File: config.mk
export PLATFORM = sky130hd
export DESIGN_NAME = lzw_code_packer
export DESIGN_NICKNAME = d
export VERILOG_FILES = /design/src/rtl/lzw_pkg.sv /design/src/rtl/lzw_code_packer.sv
export SDC_FILE = /design/constraint.sdc
export NUM_CORES = 1
export LEC_CHECK = 0
export CAP_MARGIN = 15
export CELL_PAD_IN_SITES_DETAIL_PLACEMENT = 0
export CELL_PAD_IN_SITES_GLOBAL_PLACEMENT = 2
export CORE_ASPECT_RATIO = 0.7
export CORE_UTILIZATION = 36
export CTS_BUF_LIST = sky130_fd_sc_hd__clkbuf_8
export DETAILED_ROUTE_END_ITERATION = 6
export PLACE_DENSITY = 0.8
export SLEW_MARGIN = 25
export SYNTH_ARGS = -nofsm -noshare
export SYNTH_HDL_FRONTEND = slang
export SYNTH_SLANG_ARGS = --single-unit
File: constraint.sdc
create_clock -name clk -period 4.3 [get_ports clk]
set_input_delay 0.86 -clock clk [delete_from_list [all_inputs] [get_ports clk]]
set_output_delay 0.86 -clock clk [all_outputs]
set_load 0.05 [all_outputs]
File: src/rtl/lzw_pkg.sv
// lzw_pkg
// Shared definitions for the LZW compression core and its output stages.
//   HASH_WIDTH      : maximum LZW code width (bits)
//   MIN_WIDTH       : code width used right after reset
//   OUT_WIDTH       : packed output symbol width
//   FIRST_FREE_CODE : first dictionary code after the 256 literals
//   packer_state_t  : state encoding of the code packer
//   code_width_of() : code width implied by the next free dictionary code
package lzw_pkg;

  localparam int HASH_WIDTH = 12;
  localparam int MIN_WIDTH  = 9;
  localparam int OUT_WIDTH  = 8;

  localparam logic [HASH_WIDTH-1:0] FIRST_FREE_CODE = 12'd256;

  typedef enum logic [1:0] {
    ST_IDLE,
    ST_RUN,
    ST_FLUSH,
    ST_DONE
  } packer_state_t;

  // The width grows one bit each time the next free code no longer fits
  // in the current width.
  function automatic logic [3:0] code_width_of(input logic [HASH_WIDTH-1:0] next_code);
    if (next_code <= 12'd511) begin
      return 4'(MIN_WIDTH);
    end else if (next_code <= 12'd1023) begin
      return 4'(MIN_WIDTH + 1);
    end else if (next_code <= 12'd2047) begin
      return 4'(MIN_WIDTH + 2);
    end
    return 4'(MIN_WIDTH + 3);
  endfunction

endpackage

File: src/rtl/lzw_code_packer.sv
// lzw_code_packer
// Packs variable-width (9..12 bit) LZW codes LSB-first into a continuous
// bitstream and emits it as bytes under a valid/ready handshake. On end of
// file it drains the accumulator, zero-pads the final partial byte and
// raises done.
// Ports:
//   clk, rst     : clock, asynchronous active-high reset
//   code_in      : code from the core, qualified by code_valid / code_ready
//   eof          : single-cycle pulse, no more codes follow
//   byte_out     : packed byte, qualified by byte_valid / byte_ready
//   code_width   : width applied to the next incoming code
//   byte_count   : bytes transferred since reset (wraps)
//   err          : sticky, a code did not fit in the current width
//   done         : flush complete
module lzw_code_packer
  import lzw_pkg::*;
(
  input  logic                  clk,
  input  logic                  rst,
  input  logic [HASH_WIDTH-1:0] code_in,
  input  logic                  code_valid,
  output logic                  code_ready,
  input  logic                  eof,
  output logic [OUT_WIDTH-1:0]  byte_out,
  output logic                  byte_valid,
  input  logic                  byte_ready,
  output logic [3:0]            code_width,
  output logic [15:0]           byte_count,
  output logic                  err,
  output logic                  done
);

  localparam int ACC_WIDTH = HASH_WIDTH + OUT_WIDTH;

  packer_state_t         state;
  packer_state_t         state_next;
  logic [ACC_WIDTH-1:0]  acc;
  logic [4:0]            bit_count;
  logic [HASH_WIDTH-1:0] next_code;
  logic                  eof_pending;

  logic                  accept;
  logic                  xfer;
  logic [HASH_WIDTH-1:0] code_mask;
  logic [HASH_WIDTH-1:0] code_masked;
  logic                  code_over;
  logic [4:0]            drop_bits;

  assign code_width = code_width_of(next_code);

  // At width 12 the shifted one falls off the top, so the mask wraps to all ones.
  assign code_mask   = (HASH_WIDTH'(1) << code_width) - HASH_WIDTH'(1);
  assign code_masked = code_in & code_mask;
  assign code_over   = |(code_in & ~code_mask);

  assign accept   = code_valid & code_ready;
  assign xfer     = byte_valid & byte_ready;
  assign byte_out = acc[OUT_WIDTH-1:0];

  // A flushed partial byte only consumes the bits that are actually left.
  assign drop_bits = (bit_count < 5'd8) ? bit_count : 5'd8;

  // State register.
  always_ff @(posedge clk or posedge rst) begin
    if (rst) begin
      state <= ST_IDLE;
    end else begin
      state <= state_next;
    end
  end

  // Next state and handshake outputs, all decoded from registered state.
  // EOF goes straight to FLUSH; FLUSH keeps emitting whatever RUN had left.
  always_comb begin
    state_next = state;
    code_ready = 1'b0;
    byte_valid = 1'b0;
    done       = 1'b0;
    case (state)
      ST_IDLE: begin
        state_next = ST_RUN;
      end
      ST_RUN: begin
        code_ready = !eof_pending && (bit_count < 5'd8);
        byte_valid = (bit_count >= 5'd8);
        if (eof) begin
          state_next = ST_FLUSH;
        end
      end
      ST_FLUSH: begin
        byte_valid = (bit_count != 5'd0);
        if (bit_count == 5'd0) begin
          state_next = ST_DONE;
        end
      end
      ST_DONE: begin
        done = 1'b1;
      end
      default: begin
        state_next = ST_IDLE;
      end
    endcase
  end

  // Accumulator datapath. Accept needs fewer than 8 buffered bits and a
  // transfer needs at least one byte's worth in RUN, so the two never
  // collide there; in FLUSH code_ready is low.
  always_ff @(posedge clk or posedge rst) begin
    if (rst) begin
      acc         <= '0;
      bit_count   <= '0;
      next_code   <= FIRST_FREE_CODE;
      eof_pending <= 1'b0;
      byte_count  <= '0;
      err         <= 1'b0;
    end else begin
      if (accept) begin
        acc       <= acc | (ACC_WIDTH'(code_masked) << bit_count);
        bit_count <= bit_count + 5'(code_width);
        if (next_code != '1) begin
          next_code <= next_code + 12'd1;
        end
        if (code_over) begin
          err <= 1'b1;
        end
      end else if (xfer) begin
        acc        <= acc >> OUT_WIDTH;
        bit_count  <= bit_count - drop_bits;
        byte_count <= byte_count + 16'd1;
      end
      if (state == ST_RUN && eof) begin
        eof_pending <= 1'b1;
      end
    end
  end

endmodule

==> results.sh, run 1 <==
export IMPL_whs_ns=0.457
export IMPL_syn_num_nets=384
export IMPL_max_stage_delay_ns=0.72
export IMPL_cts_tree="done"
export IMPL_status="completed"
export IMPL_crit_path_end="byte_valid"
export IMPL_die_x_um=121
export IMPL_stdcell_area_mm2=0.00426
export IMPL_endpoint_kind="output pin"
export IMPL_critPathArrivalTime_ns=2.71
export IMPL_netlist_area_mm2=0.00356
export IMPL_grt_usage=0.192
export IMPL_grt_pass1_vias=2782
export IMPL_num_rows=29
export IMPL_wire_per_inst_um=17.1
export IMPL_diodes=0
export IMPL_viasPerCell=5.46
export IMPL_clk_path_buf_depth=2
export IMPL_dp_hpwl_mm=6.47
export IMPL_path_cells="or3_1 > o22ai_1 > nor2_1 > clkdlybuf4s50_1"
export IMPL_grt_overflow=0
export IMPL_reg2reg_to="bit_count[4]"
export IMPL_remaining_drc_errors=0
export IMPL_tightest_slew_ns=0.689
export IMPL_ir_drop_v=0.000173
export IMPL_port_buffers=47
export IMPL_seq_area_frac_synth=0.401
export IMPL_grt_pass1_wl_mm=14.9
export IMPL_grtUsageMet1=0.284
export IMPL_cts_max_level=3
export IMPL_globalRouteMet2Util=0.270
export IMPL_grt_max_degree=34
export IMPL_final_common_cell="dfrtp_1"
export IMPL_fill_cells=866
export IMPL_io_pins=49
export IMPL_ys_flop_type="dfrtp_1"
export IMPL_grt_util_met3=0.0470
export IMPL_die_area_mm2=0.0103
export IMPL_die_y_um=85.2
export IMPL_critPathLaunch="bit_count[3]"
export IMPL_final_cell_mix="56 x dfrtp_1, 47 x clkdlybuf4s50_1, 19 x a21oi_1"
export IMPL_grt_setup_unrepaired="no"
export IMPL_postPlaceCellArea_mm2=0.00408
export IMPL_drtIter0Drc=162
export IMPL_fin_nets=421
export IMPL_critPathLaunchType="flip-flop"
export IMPL_routed_wl_mm=8.87
export IMPL_path_max_fanout=11
export IMPL_period_needed_ns=3.57
export IMPL_start_util=0.382
export IMPL_critPathKind="reg -> out"
export IMPL_power_density_mw_per_mm2=251
export IMPL_synth_distinct_cells=63
export IMPL_synth_edf_count=0
export IMPL_postCtsSetupRepairBufs=0
export IMPL_ys_warn_count=0
export IMPL_reg2reg_from="state[1]"
export IMPL_reg2regPathDepth=10
export IMPL_place_worst_setup_slack_ns=0.563
export IMPL_antenna_found_initial=0
export IMPL_cts_buffers=9
export IMPL_cap_violations=0
export IMPL_numClockSinks=57
export IMPL_fin_ws_ns=0.731
export IMPL_clkTransAtPathRegs_ns=0.07
export IMPL_tns_ns=0
export IMPL_fmax_mhz=280
export IMPL_drive_gt1_frac=0.131
export IMPL_hp_class="reg -> reg"
export IMPL_critPathRequiredTime_ns=3.44
export IMPL_cts_root_buf="clkbuf_8"
export IMPL_slew_limit_headroom=0.540
export IMPL_syn_inst=354
export IMPL_area_delta_synth_final_pct=19.5
export IMPL_cts_resized=0
export IMPL_setup_viol=0
export IMPL_reg2reg_slack_ns=0.97
export IMPL_finalCritPeriodShare=0.830
export IMPL_dr_pass1_iters=5
export IMPL_hold_buffers=0
export IMPL_grt_most_used_layer="met1"
export IMPL_finClkSkew_ns=0.0128
export IMPL_clock_latency_ns=0.35
export IMPL_syn_avg_cell_area_um2=10.1
export IMPL_finalHoldViolCount=0
export IMPL_via_count=2841
export IMPL_synth_async_reset_ratio=1.00
export IMPL_core_area_mm2=0.00933
export IMPL_drv_slew=0
export IMPL_crit_slowest_cell="clkdlybuf4s50_1"
export IMPL_p_leak_nw=1.89
export IMPL_globalplace_congestion=0.791
export IMPL_drtAntennaViolNets=0
export IMPL_ys_ff_latch=57
-- worst max-delay path: cells and delay by family (launching register included) --
kind	cells	cell delay, ns
buf+inv	1	0.72
simple gates	2	0.57
compound gates	1	0.56
flops	1	0.51
-- sequential cells by signal, indices dropped and copies added (netlist names) --
register and cells:
state 2, err 1, eof_pending 1, bit_count 5
acc 20, byte_count 16, next_code 12
-- synthesized netlist by cell type, types with 5 or more instances --
master	number	area [µm²]
xnor2_1	14	123
nor3_1	17	85.1
o221ai_1	7	61.3
buf_4	10	75.1
nand3_1	16	80.1
o21ai_0	11	55.1
and3_1	5	31.3
nor2_1	17	63.8
nand4_1	8	50.1
mux2_2	7	78.8
a21oi_1	19	95.1
dfrtp_1	56	1400
ha_1	12	150
clkbuf_1	8	30.0
mux4_2	5	113
buf_2	7	35.0
xor2_1	14	123
nand2_1	17	63.8
mux2i_1	12	120
inv_1	16	60.1
-- how the worst min path moves through the flow --
stage,from,to,cells after the start
2_1_floorplan,eof_pending,eof_pending,1
3_3_place_gp,eof_pending,eof_pending,1
3_5_place_dp,eof_pending,eof_pending,1
4_1_cts,eof_pending,eof_pending,1
5_1_grt,err,err,1
6_report,eof_pending,eof_pending,1
-- metal layers --
layer / part of all wire / up-vias
li1: - / 1375
met1: 0.51 / 1398
met2: 0.43 / 64
met3: 0.049 / 4
met4: 0.0050 / 0
met5: 0 / -
-- logic make-up (layout without fill, tap and decap cells) --
group	count (synthesis)	count (layout)	synth area share
other	1	1	0.00105
DFF	57	57	0.401
muxes	25	25	0.0906
adders and majority gates	13	13	0.0478
AOI/OAI and AO/OA	76	76	0.149
buffers and inverters	45	87	0.0660
and+or+nand+nor	109	109	0.176
xor gates and xnor gates	28	28	0.0688
-- layout make-up --
class	count	area, µm²	share of cell area
multi-input cells	252	1910	0.448
flip-flops and latches	57	1430	0.335
repair buffers	53	515	0.121
well taps	124	155	0.0364
clock buffers	10	138	0.0323
inverters	18	72.6	0.0170
clock inverters	6	43.8	0.0103
-- power by group --
| group | internal, mW | leakage, nW | switching (mW) |
|---|---|---|---|
| Sequential | 0.538 | 0.723 | 0.00136 |
| Clock | 0.225 | 0.0922 | 0.233 |
| Combinational | 0.0279 | 1.07 | 0.0407 |
| Total | 0.791 | 1.89 | 0.276 |
-- per-stage QoR --
stage                     utilization  power [mW]  instances
after detailed placement        0.437       0.619        504
after global placement          0.436       0.619        504
after floorplan                     -       0.588        354
after global routing            0.457        1.12        520
after CTS                       0.457        1.09        520
final                           0.457        1.07        520
(Power assumes the default switching activity.)
==> inputs of run 2 (changes only) <==
--- a/config.mk
+++ b/config.mk
@@ -9,10 +9,10 @@
 export CELL_PAD_IN_SITES_DETAIL_PLACEMENT = 0
 export CELL_PAD_IN_SITES_GLOBAL_PLACEMENT = 2
 export CORE_ASPECT_RATIO = 0.7
-export CORE_UTILIZATION = 36
+export CORE_UTILIZATION = 33
 export CTS_BUF_LIST = sky130_fd_sc_hd__clkbuf_8
 export DETAILED_ROUTE_END_ITERATION = 6
-export PLACE_DENSITY = 0.8
+export PLACE_DENSITY = 0.77
 export SLEW_MARGIN = 25
 export SYNTH_ARGS = -nofsm -noshare
 export SYNTH_HDL_FRONTEND = slang
==> constraint.sdc (replaced) <==
create_clock -name clk -period 3.1 [get_ports clk]
set_input_delay 0.62 -clock clk [delete_from_list [all_inputs] [get_ports clk]]
set_output_delay 0.62 -clock clk [all_outputs]
set_load 0.05 [all_outputs]
==> run 2 against run 1 <==
- via count grew 1.9%
- total power grew 44%
- count of clock-buffer cells in the layout is the same
- critical path depth grew 6
- die area grew 8.9%
- core utilization shrank 4.0 points
- clock power grew 49%
- sequential share of layout area shrank 0.70 points
- first-iteration DRC count grew 65%
- setup slack lost 0.52 ns
- sequential power grew 39%
- hold slack gained 0.0056 ns
- critical path type is now reg -> reg
==> results.sh, run 2 (synthesis results as in run 1) <==
export IMPL_status="completed"
export IMPL_grt_pass1_vias=2902
export IMPL_num_rows=31
export IMPL_p_comb_frac=0.062
export IMPL_finClkSkew_ns=0.00672
export IMPL_die_area_mm2=0.0112
export IMPL_grt_usage=0.180
export IMPL_port_buffers=47
export IMPL_reg_top3="acc (20), byte_count (16), next_code (12)"
export IMPL_diodes=0
export IMPL_grt_max_degree=29
export IMPL_drtIter0Drc=267
export IMPL_p_leak_nw=1.96
export IMPL_regMostFlops="acc"
export IMPL_cap_violations=0
export IMPL_drtAntennaViolNets=0
export IMPL_die_x_um=126
export IMPL_slew_limit_headroom=0.562
export IMPL_clock_latency_ns=0.35
export IMPL_cts_tree="done"
export IMPL_place_worst_setup_slack_ns=0.0681
export IMPL_critPathRequiredTime_ns=3.34
export IMPL_remaining_drc_errors=0
export IMPL_via_count=2895
export IMPL_start_util=0.341
export IMPL_register_area_mm2=0.00143
export IMPL_globalplace_congestion=0.789
export IMPL_routed_wl_mm=9.22
export IMPL_hold_start="eof_pending"
export IMPL_fin_nets=431
export IMPL_fill_cells=1032
export IMPL_antenna_found_initial=0
export IMPL_whs_ns=0.462
export IMPL_seqPwrFrac=0.492
export IMPL_finalCritPeriodShare=0.933
export IMPL_hp_class="reg -> reg"
export IMPL_finalHoldViolCount=0
export IMPL_reg2reg_slack_ns=0.21
export IMPL_viasPerCell=5.38
export IMPL_p_int_mw=1.17
export IMPL_critPathKind="reg -> reg"
export IMPL_ir_drop_v=0.000182
export IMPL_reg2reg_from="state[1]"
export IMPL_critPathLaunchType="flip-flop"
export IMPL_final_common_cell="dfrtp_1"
export IMPL_switching_share=0.237
export IMPL_clk_path_buf_depth=2
export IMPL_fmax_mhz=346
export IMPL_postCtsSetupRepairBufs=0
export IMPL_switching_power_mw=0.362
export IMPL_grt_overflow=0
export IMPL_reg2regPathDepth=10
export IMPL_grt_setup_unrepaired="no"
export IMPL_cts_max_level=3
export IMPL_largest_reg_flops=20
export IMPL_period_needed_ns=2.89
export IMPL_power_density_mw_per_mm2=352
export IMPL_area_delta_synth_final_pct=22.1
export IMPL_drive_gt1_frac=0.155
export IMPL_clkPwrFrac=0.447
export IMPL_final_cell_mix="56 x dfrtp_1, 45 x clkdlybuf4s50_1, 18 x a21oi_1, 18 x inv_1, 18 x buf_4"
export IMPL_dp_hpwl_mm=6.75
export IMPL_die_y_um=88.9
export IMPL_grt_pass1_wl_mm=15.3
export IMPL_crit_path_end="bit_count[4]"
export IMPL_dr_pass1_iters=4
export IMPL_critPathArrivalTime_ns=3.14
export IMPL_cts_root_buf="clkbuf_8"
export IMPL_numClockSinks=57
export IMPL_core_area_mm2=0.0104
export IMPL_total_power_mw=1.53
export IMPL_multi_input_area_mm2=0.00191
export IMPL_setup_viol=0
export IMPL_io_pins=49
export IMPL_endpoint_kind="flip-flop"
export IMPL_critPathLaunch="state[1]"
export IMPL_drv_slew=0
export IMPL_tns_ns=0
export IMPL_path_max_fanout=4
export IMPL_wire_per_inst_um=17.1
export IMPL_cts_buffers=9
export IMPL_min_path_cells=1
export IMPL_tightest_slew_ns=0.649
export IMPL_clkTransAtPathRegs_ns=0.07
export IMPL_reg2reg_to="bit_count[4]"
export IMPL_fin_ws_ns=0.207
==> run 2: cell types whose count changed in the layout (fill, tap and decap cells not counted), sizes merged <==
cell	previous run	this run
buf	6	18
bufinv	0	1
clkdlybuf4s50	47	45
clkinv	7	4
clkinvlp	1	0
inv	16	19
==> run 2: layer usage <==
| metal | GRT usage | up-vias | share of wire |
|---|---|---|---|
| li1 | - | 1387 | - |
| met4 | 0.0701 | 0 | 0.017 |
| met2 | 0.273 | 66 | 0.43 |
| met5 | 0 | - | 0 |
| met3 | 0.0455 | 11 | 0.041 |
| met1 | 0.249 | 1431 | 0.51 |
==> run 2: power by group through the flow <==
stage,combinational [mW],sequential [mW],clock [mW]
after detailed placement,0.0957,0.766,0
after floorplan,0.0531,0.762,0
final,0.0946,0.753,0.684
after CTS,0.0964,0.752,0.715
after global placement,0.0952,0.766,0
after global routing,0.104,0.752,0.744
==> run 2: worst min path at each step <==
stage | endpoint | slack [ns]
CTS | eof_pending | 0.46
floorplan | eof_pending | 0.42
detailed placement | eof_pending | 0.44
global placement | eof_pending | 0.43
finish | eof_pending | 0.46
global route | eof_pending | 0.48
==> run 2: repair_timing <==
| item | in CTS | in global routing |
|---|---|---|
| gates resized for setup | 0 | 2 |
| endpoints found under the hold margin | 0 | 0 |
| hold buffers | 0 | 0 |
| setup endpoints to repair | 0 | 1 |
==> run 2: metrics by stage <==
| stage | instance area (µm²) | util | instances |
|---|---|---|---|
| floorplan | 3570 | - | 354 |
| global placement | 4150 | 0.398 | 522 |
| detailed placement | 4150 | 0.398 | 522 |
| CTS | 4340 | 0.416 | 538 |
| global route | 4350 | 0.417 | 538 |
| finish | 4350 | 0.417 | 538 |
==> run 2: final cells by class <==
| class | count | area share |
|---|---|---|
| clock inverters | 6 | 0.0118 |
| multi-input cells | 252 | 0.439 |
| inverters | 18 | 0.0167 |
| repair buffers | 63 | 0.135 |
| flip-flops and latches | 57 | 0.328 |
| clock buffers | 10 | 0.0316 |
| well taps | 132 | 0.0380 |
==> run 2: worst max-delay path, cell delays in order, from the launching register on <==
cell	delay (ns)
dfrtp_1	0.42
inv_1	0.11
ha_1	0.17
or4b_4	0.48
nor2_4	0.13
mux2_2	0.38
fa_2	0.38
a21o_1	0.18
a21oi_2	0.16
mux2i_1	0.09
a211o_1	0.28
